==> config.mk <==
export PLATFORM = sky130hd
export DESIGN_NAME = regfile_writeback_queue
export DESIGN_NICKNAME = d
export VERILOG_FILES = /design/src/rtl/regfile_writeback_queue.sv
export SDC_FILE = /design/constraint.sdc
export NUM_CORES = 1
export LEC_CHECK = 0
export CAP_MARGIN = 0
export CORE_ASPECT_RATIO = 2
export CORE_UTILIZATION = 43
export DETAILED_ROUTE_END_ITERATION = 16
export PLACE_DENSITY = 0.68
export SKIP_LAST_GASP = 1
export SYNTH_ARGS = -nofsm -noshare
export SYNTH_HDL_FRONTEND = slang
export SYNTH_SLANG_ARGS = --single-unit
export TNS_END_PERCENT = 5
==> constraint.sdc <==
create_clock -name clk -period 3 [get_ports clk]
set_input_delay 0.6 -clock clk [delete_from_list [all_inputs] [get_ports clk]]
set_output_delay 0.6 -clock clk [all_outputs]
set_load 0.005 [all_outputs]
==> src/rtl/regfile_writeback_queue.sv <==
// Write-side front end for the register file: round-robin merge of ALU and memory
// results into a small FIFO that drains one write per cycle, plus a RAW pending mask.
module regfile_writeback_queue #(
  parameter int unsigned DATA_W = 16,
  parameter int unsigned ADDR_W = 4,
  parameter int unsigned DEPTH  = 4
) (
  input  logic                      clk,
  input  logic                      clr,
  input  logic                      flush,
  input  logic                      alu_valid,
  input  logic [ADDR_W-1:0]         alu_addr,
  input  logic [DATA_W-1:0]         alu_data,
  output logic                      alu_ready,
  input  logic                      mem_valid,
  input  logic [ADDR_W-1:0]         mem_addr,
  input  logic [DATA_W-1:0]         mem_data,
  output logic                      mem_ready,
  output logic [ADDR_W-1:0]         c,
  output logic [DATA_W-1:0]         data,
  output logic                      load,
  output logic [(1<<ADDR_W)-1:0]    pending,
  output logic [$clog2(DEPTH):0]    count
);

  localparam int unsigned PTR_W = $clog2(DEPTH);
  localparam int unsigned CNT_W = PTR_W + 1;

  typedef enum logic {GRANT_ALU, GRANT_MEM} grant_e;

  grant_e              last_grant;
  logic [PTR_W-1:0]    rd_ptr;
  logic [PTR_W-1:0]    wr_ptr;
  logic [ADDR_W-1:0]   addr_q [DEPTH];
  logic [DATA_W-1:0]   data_q [DEPTH];

  logic                space;
  logic                pick_mem;
  logic                enq;
  logic                pop;
  logic [ADDR_W-1:0]   enq_addr;
  logic [DATA_W-1:0]   enq_data;
  logic [PTR_W-1:0]    idx;

  // Contention goes to whichever source did not win the last actual enqueue.
  always_comb begin
    space     = count < CNT_W'(DEPTH);
    pick_mem  = mem_valid & (~alu_valid | (last_grant == GRANT_ALU));
    enq       = space & ~flush & (alu_valid | mem_valid);
    alu_ready = enq & ~pick_mem;
    mem_ready = enq & pick_mem;
    enq_addr  = pick_mem ? mem_addr : alu_addr;
    enq_data  = pick_mem ? mem_data : alu_data;
    pop       = count != '0;
  end

  always_ff @(posedge clk or negedge clr) begin
    if (!clr) begin
      count      <= '0;
      rd_ptr     <= '0;
      wr_ptr     <= '0;
      last_grant <= GRANT_ALU;
    end else begin
      if (flush) begin
        count  <= '0;
        rd_ptr <= '0;
        wr_ptr <= '0;
      end else begin
        count  <= count + CNT_W'(enq) - CNT_W'(pop);
        rd_ptr <= rd_ptr + PTR_W'(pop);
        wr_ptr <= wr_ptr + PTR_W'(enq);
      end
      if (enq) last_grant <= pick_mem ? GRANT_MEM : GRANT_ALU;
    end
  end

  // Storage needs no reset: every output is gated by count.
  always_ff @(posedge clk) begin
    if (enq) begin
      addr_q[wr_ptr] <= enq_addr;
      data_q[wr_ptr] <= enq_data;
    end
  end

  always_comb begin
    load    = count != '0;
    c       = load ? addr_q[rd_ptr] : '0;
    data    = load ? data_q[rd_ptr] : '0;
    pending = '0;
    idx     = '0;
    for (int unsigned k = 0; k < DEPTH; k++) begin
      idx = rd_ptr + PTR_W'(k);
      if (CNT_W'(k) < count) pending[addr_q[idx]] = 1'b1;
    end
  end

endmodule
-- Yosys cells after proc, flatten, opt, wreduce, memory -nomap -nowiden
Memories as Yosys holds them, arrays and structs flattened.
Cells that the tools add are included.
- flip-flop bits (word level): 8
- RAM bits: 80
- input bits: 45
- output and inout port bits: 42
- word-level logic and storage cells: 67
- memories: 2
- memory list (memory ; words ; bits a word ; rd ports ; clocked after Yosys merged registers in ; wr ports ; RTL line ; RTL):
    data_q ; 4 ; 16 ; 1 ; 0 ; 1 ; 35 ; logic [DATA_W-1:0] data_q [DEPTH];
    addr_q ; 4 ; 4 ; 4 ; 0 ; 1 ; 34 ; logic [ADDR_W-1:0] addr_q [DEPTH];
- $add $sub $neg: 7
- magnitude comparators: 13
- muxes and demuxes: 22
- bitwise logic cells: 14
- reductions and logical operators: 5
- operators with widths (kind ; count):
    16-bit two-way mux ; 6
    16-bit OR ; 3
    4-bit by 5-bit less-than comparator with 1-bit output (second input constant) ; 4
    1-bit demux with 4-bit select ; 4
    4-bit by 1-bit >= comparator with 1-bit output (second input constant) ; 4
    4-bit two-way mux ; 2
    1-bit two-way mux ; 7
    1-bit by 3-bit less-than comparator with 1-bit output (first input constant) ; 2
    2-bit by 3-bit less-than comparator with 1-bit output (first input constant) ; 2
    1-bit AND ; 5
    2-bit by 1-bit adder with 2-bit output ; 2
    2-bit adder (second input constant) ; 2
    1-bit logical AND ; 4
    2-bit two-way mux ; 2
    1-bit NOT ; 4
    3-bit by 1-bit adder with 3-bit output ; 1
    3-bit less-than comparator (second input constant) ; 1
    3-bit two-way mux ; 1
    3-bit nonzero test ; 1
    3-bit by 1-bit subtractor with 3-bit output ; 1
    2-bit by 1-bit adder with 2-bit output (second input constant) ; 1
    1-bit OR ; 2

-- Logic depth before layout (Yosys ltp)
An unclocked memory read counts as a cell.
- depth in word-level cells: 12
- depth in mapped cells: 10
- mapped depth without buffers: 9

-- Least setup slack after synthesis
OpenSTA, ideal clock, no wires.
- path type: input port to flip-flop
- from: input port flush
- to: memory addr_q[0][0] (enable)
- library setup time: 0.422 ns
- arrival: 2.238 ns
- required time: 2.578 ns
- path slack: 0.340 ns
- stages: 3
- buffers on the path: 0
- cells stage by stage: nor2_1 > o21ai_1 > nor3_1
- word-level cells in the longest chain between the ends: 5
- RTL lines (what ; RTL line ; RTL):
    start: declaration ; 10 ; input logic flush,
    1-bit NOT ; 49 ; enq = space & ~flush & (alu_valid | mem_valid);
    1-bit AND (2 in series) ; 49 ;
    1-bit two-way mux ; 79 ; if (enq) begin
    1-bit two-way mux (not written as such) ; 80 ; addr_q[wr_ptr] <= enq_addr;
    end: declaration ; 34 ;
No other way between the ends.

-- Worst setup path in the final report
- from: register count[2]
- to: output port pending[4]
- word-level cells in the longest chain between the ends: 8
- elaborated cells on any way between the ends: 11
- those cells by class: order compare: 4; mux: 4; bitwise: 3
- RTL lines (what ; RTL line ; RTL):
    start: declaration ; 23 ; output logic [$clog2(DEPTH):0] count
    start signal: assignment ; 69 ; count <= count + CNT_W'(enq) - CNT_W'(pop);
    1-bit by 3-bit less-than comparator with 1-bit output ; 93 ; if (CNT_W'(k) < count) pending[addr_q[idx]] = 1'b1;
    16-bit two-way mux ; 93 ;
    16-bit OR (no source line) ; n/a ;
    16-bit two-way mux ; 93 ;
    16-bit OR (no source line) ; n/a ;
    16-bit two-way mux ; 93 ;
    16-bit OR (no source line) ; n/a ;
    16-bit two-way mux * ; 93 ;
    end: declaration ; 22 ; output logic [(1<<ADDR_W)-1:0] pending,
Every way passes the cells marked *; elsewhere a longest branch is shown, timed or not.

==> impl_metrics.py <==
metrics = {
    "place": {
        "placed_area_um2": 6010,
        "io_buffers": 86,
        "globalplace.congestion": 0.9266,
        "dp_hpwl_um": 9523,
    },
    "final_layout": {
        "drive_gt1_share_pct": 29.31,
        "multi_input_area_um2": 2130,
        "syn_to_final_growth_pct": 34.33,
        "fin_nets": 511,
        "regArea_um2": 2605,
        "diodes": 0,
        "design_area_um2": 6375,
        "fill_cells": 877,
    },
    "critical_path": {
        "path_cells": "inv_1 > ha_1 > nor2_2 > a22oi_1 > nor2_1 > a32oi_1 > o221ai_1 > clkdlybuf4s50_1",
        "cpMaxStageDelayCell": "clkdlybuf4s50_1",
        "ff2ff_setup_slack_ps": 730,
        "timing.rr.end": "data_q[3][12]",
        "critical_path_class": "reg -> out",
        "cp-endpoint": "pending[4]",
        "cp.arrival_ps": 2670,
        "slowest_delay_ps": 470,
        "endpoint_kind": "output port",
        "cp-start-kind": "register",
        "rr_worst_depth": 5,
        "reg2reg_from": "count[2]",
        "startpoint": "count[2]",
        "worstPathRequired_ps": 2400,
        "crit_fanout": 5,
    },
    "synth": {
        "synth_seq_cells": 88,
        "yosysWarningCount": 0,
        "avgSynthCellArea_um2": 13.96,
        "synth.net_count": 392,
        "syn_area_um2": 4746,
        "seq_area_frac_synth_pct": 54.84,
        "synth_cell_types": 45,
        "synthCells": 340,
    },
    "power_and_ir_drop": {
        "ir_drop_mv": 0.5895,
        "power_density_nw_per_um2": 894.8,
        "p_leak_nw": 2.246,
        "p_total_mw": 5.704,
    },
    "die": {
        "core-area_um2": 10610,
        "start_util_pct": 44.73,
        "pin_count": 87,
        "dieArea_um2": 11490,
        "die_h_um": 150.6,
        "rows": 53,
        "die_x_um": 76.29,
    },
    "cts": {
        "clk_pin_slew_worst_paths_ps": 60,
        "clkSinkCount": 88,
        "cts_buffers": 9,
        "insertion_delay_ps": 340,
        "cts_hold_buf": 0,
        "htreeDepth": 3,
        "cts-root-buf": "clkbuf_16",
        "cts_buffer_depth": 2,
        "tritoncts": "yes",
        "cts_setup_buffers": 0,
    },
    "detailed_routing": {
        "postRouteAntennaNets": 0,
        "drc": 0,
        "wl_per_cell_um": 20.18,
        "vias": 3359,
        "wirelength_um": 12130,
        "drt_iter0_drc": 105,
        "first_pass_iters": 4,
        "via_per_inst": 5.589,
    },
    "sta": {
        "skew_ps": 4.843,
        "fin_crit_ps": 3270,
        "setup_viol": 12,
        "max-slew-margin-rel_pct": 28.78,
        "hold_viol_final": 0,
        "rsz0062_at_grt": "yes",
        "fmax_ghz": 0.3058,
        "slew_violations": 0,
        "finalCritPeriodShare_pct": 109.0,
        "worst_slew_pin_slew_ps": 1068,
        "timing.final.ws_setup_ps": -270.4,
    },
    "global_routing": {
        "grt_max_degree": 21,
        "grt_usage_pct": 22.84,
        "grt_pass1_wl_um": 18910,
        "first_global_vias": 3646,
        "grt-ovfl-total": 0,
        "antenna_found_initial": 0,
    },
    "run_status": {
        "violations": "setup timing",
        "outcome": "finished with violations",
    },
    "min_path": {
        "hold_class": "reg -> reg",
    },
    "flow_run": {
        "drv_cap": 0,
    },
}
metrics by stage:
| step | util, % | setup TNS (ps) | setup slack [ps] | instances | hold WS [ps] |
|---|---|---|---|---|---|
| 6_report | 60.08 | -2015 | -270.4 | 601 | 502.5 |
| 5_1_grt | 60.08 | -3289 | -296.5 | 601 | 535.1 |
| 4_1_cts | 59.53 | -2729 | -259.6 | 601 | 504.3 |
| 3_5_place_dp | 56.64 | -186.3 | -98.79 | 585 | 490.3 |
| 3_3_place_gp | 56.64 | -190.0 | -119.0 | 585 | 488.0 |
| 2_1_floorplan | - | 0 | 339.6 | 340 | 304.4 |
cell type report:
class                           instances  share of cell area [%]
Clock buffer                            9                   3.533
Clock inverter                          7                  0.7458
Inverter                               10                  0.5888
Multi-Input combinational cell        229                   33.41
Sequential cell                        88                   40.86
Tap cell                              137                   2.689
Timing Repair Buffer                  121                   18.17
cell families after synthesis:
kind of cell,count (synthesis),share of synthesized area [%]
DFF,88,54.84
and+or+nand+nor,97,10.12
adders and majority gates,7,2.004
buffers and inverters,23,2.689
xor gates and xnor gates,3,0.5538
AOI/OAI and AO/OA,49,8.226
muxes,73,21.57
per-layer routing:
| metal | global-route usage [%] | vias up | routed length [um] |
|---|---|---|---|
| li1 | - | 1566 | - |
| met1 | 18.45 | 1619 | 3592 |
| met2 | 45.54 | 123 | 7064 |
| met3 | 3.212 | 51 | 406 |
| met4 | 20.87 | 0 | 1067 |
| met5 | 0 | - | 0 |
registers in the layout (all words and copies together), names as in the netlist:
name and count:
last_grant 1, addr_q 16, wr_ptr 2, data_q 64
rd_ptr 2, count 3
cell usage after synthesis, drive strengths merged:
| master | instances | area [um^2] |
|---|---|---|
| xnor2 | 3 | 26.28 |
| mux4 | 16 | 360.4 |
| or2 | 3 | 18.77 |
| nand2b | 5 | 38.78 |
| a22o | 1 | 8.760 |
| fa | 1 | 20.02 |
| o21ai | 3 | 18.76 |
| a21o | 1 | 7.510 |
| a32oi | 14 | 122.6 |
| dfrtp | 8 | 200.2 |
| and2 | 5 | 31.28 |
| buf | 9 | 75.06 |
| clkbuf | 4 | 15.01 |
| nor2 | 26 | 97.59 |
| ha | 6 | 75.07 |
| a21boi | 1 | 7.510 |
| edfxtp | 80 | 2402 |
| nor3 | 2 | 10.01 |
| a211oi | 1 | 7.510 |
| nand4 | 1 | 6.260 |
| mux2 | 40 | 476.7 |
| o21a | 1 | 7.510 |
| and3 | 1 | 6.260 |
| nand3 | 5 | 25.02 |
| inv | 10 | 37.54 |
| mux2i | 17 | 186.4 |
| nand2 | 24 | 90.09 |
| nor2b | 23 | 143.9 |
| a21oi | 2 | 10.01 |
| o22ai | 4 | 31.28 |
| o211ai | 7 | 52.55 |
| o221ai | 9 | 78.83 |
| a22oi | 5 | 37.54 |
| or3 | 2 | 12.51 |
worst max-delay path: cells and delay by family, from the launching register on:
kind / cells / cell delay [ps]
adders and majority gates: 1 / 350
buffers and inverters: 2 / 550
and+or+nand+nor: 2 / 230
DFF: 1 / 370
AOI/OAI and AO/OA: 3 / 830
worst min-delay path by stage:
| stage | endpoint | slack [ps] | depth (start not counted) | start |
|---|---|---|---|---|
| detailed placement | last_grant | 490 | 1 | last_grant |
| global route | last_grant | 540 | 1 | last_grant |
| global placement | last_grant | 490 | 1 | last_grant |
| CTS | last_grant | 500 | 1 | last_grant |
| floorplan | count[0] | 300 | 0 | clr |
| finish | last_grant | 500 | 1 | last_grant |
cell usage in the layout, fill, tap and decap left out, drive strengths merged, types with 3 or more instances in the layout:
cell type      instances
clkbuf                 9
nor2                  26
a32oi                 14
and2                   5
edfxtp                80
nand2b                 5
clkinv                 5
mux2i                 17
mux4                  16
o211ai                 7
a22oi                  5
nor2b                 23
ha                     6
inv                   11
o221ai                 9
clkdlybuf4s50         81
nand2                 24
xnor2                  3
o22ai                  4
mux2                  40
buf                   35
o21ai                  3
or2                    3
nand3                  5
dfrtp                  8
dlygate4sd2            4
what timing repair did:
action,CTS,global route
pin swaps,0,0
endpoints found under the setup margin,16,16
resized for setup,13,13
power by group:
group / total (mW) / internal [mW] / leakage [nW] / switching [mW]
clock network: 1.00 / 0.560 / 0.133 / 0.444
registers: 1.57 / 1.49 / 0.829 / 0.0762
logic: 3.13 / 1.62 / 1.28 / 1.51
total: 5.70 / 3.67 / 2.25 / 2.03
No activity file was read; power rests on OpenSTA's default activity.
==> RTL change, RTL diff (same flow settings) <==
Change the parameter `DEPTH` from 4 to 8.
--- a/src/rtl/regfile_writeback_queue.sv
+++ b/src/rtl/regfile_writeback_queue.sv
@@ -5,3 +5,3 @@
   parameter int unsigned ADDR_W = 4,
-  parameter int unsigned DEPTH  = 4
+  parameter int unsigned DEPTH  = 8
 ) (
Ports: changed (resized count); port bits go from 87 to 88. The function was not compared with the original's and may differ.
==> RTL change against the unedited design <==
- the flow still finishes with violations (negative setup slack)
- synthesized cell count up 130%
- non-clock buffer count up 221
- total power rose to 3.0 times the old value
- count of clock-buffer cells in the layout up 18
- sequential cell count up 83
- synthesized area up 110%
- register-to-register slack worse by 0.39 ns
- setup slack worse by 0.68 ns
- worst hold slack better by 0.0082 ns
- critical path depth up 5
- design area up 120%
- routed wire length rose to 3.1 times the old value
- clock skew up 0.015 ns
- largest cell class unchanged
- highest routed layer unchanged
==> RTL change: results (changes against the unedited design) <==
[status]
outcome=finished, violations left  ; unchanged
violations=negative setup slack  ; unchanged

[power]
power.leakage_nw=5.180  ; was 2.246 nW
peakVddDrop_mv=0.7423  ; was 0.5895 mV

[cells_and_area]
multi_input_area_um2=4994  ; was 2130 um2
comb.multi_input.count=533  ; was 229
antenna-diode-count=1  ; was 0
register_area_um2=5085  ; was 2605 um2
buffer_area_share_pct=20.89  ; was 18.17%
fillCellCount=1835  ; was 877
n_all_buffers=342  ; was 121
nNonClkInverters=23  ; was 10

[detailed_routing]
wl_mm=37.10  ; was 12.13 mm
wl_met2_mm=19.93  ; was 7.064 mm

[logic_synthesis]
yosys-top-cells-area=edfxtp_1 (48%), mux4_2 (14%), mux2_2 (2.8%), nor3b_1 (2.8%), dfrtp_1 (2.7%)  ; was edfxtp_1 (51%), mux2_2 (7.8%), mux4_2 (7.6%), dfrtp_1 (4.2%), mux2i_1 (3.2%)
syn_inst=766  ; was 340
synth_compound_area_share_pct=11.30  ; was 8.226%
synth_mux_area_share_pct=19.86  ; was 21.57%
syn-num-nets=824  ; was 392
synth_cell_type_count=58  ; was 45

[clocking]
postCtsSetupRepairBufs=35  ; was 0
clock-sinks=171  ; was 88
cts_made_buffers=25  ; was 9
clk_path_buf_depth=3  ; was 2

[global_route]
grt_use_met1_pct=30.73  ; was 18.45%
grt_use_total_pct=33.11  ; was 22.84%
grtUsageMet3_pct=8.082  ; was 3.212%
grt_pass1_wl_mm=55.18  ; was 18.91 mm
grt_max_degree=34  ; was 21
antenna_found_initial=1  ; was 0

[placed_design]
place_ws_ns=-0.8331  ; was -0.09879 ns
port_buffers=87  ; was 86
post-place-cells=1311  ; was 585
gp_congestion=0.9975  ; was 0.9266

[timing]
worst_slack_ns=-0.9537  ; was -0.2704 ns
worst_clock_skew_ns=0.02012  ; was 0.004843 ns
setup_viol=37  ; was 12

[worst_setup_path]
cpMaxStageDelayCell=dfrtp_4  ; was clkdlybuf4s50_1
max_stage_delay_ns=0.51  ; was 0.47 ns
path_max_fanout=7  ; was 5
critPathTopFamily=buffers and inverters  ; was compound AO/OA/AOI/OAI gates

[floorplan]
tap_cells=280  ; was 137

[hold_path]
hp-class=input pin to async pin  ; was register to register

[RTL change: cell count changes in the layout (fill, tap and decap cells not counted), sizes merged, moves of 15 or more]
cell	delta
clkbuf	+22
edfxtp	+80
mux2	-15
nand2	+43
mux4	+53
buf	+223
nor3	+24
a21oi	+28
nor2	+15
nor3b	+37
o22ai	+33
[RTL change: path summary, 6_finish.rpt]
kind                             from          to  slack [ns]  cells past startpoint
max in group asynchronous         clr   rd_ptr[0]        2.04                      1
min in group clk           last_grant  last_grant        0.51                      1
min reg2reg                last_grant  last_grant        0.51                      1
max                         rd_ptr[0]  pending[5]       -0.95                     13
min                               clr    count[2]        0.51                      1
max reg2reg                  count[3]    count[2]        0.34                     12
[RTL change: power groups by stage]
stage	clock network (mW)	logic, mW	registers [mW]
after floorplan	0	4.96	2.93
after global placement	0	10.3	2.93
after detailed placement	0	10.3	2.94
after CTS	2.46	11.1	2.90
after global routing	2.55	12.2	2.91
final	2.43	11.6	2.90
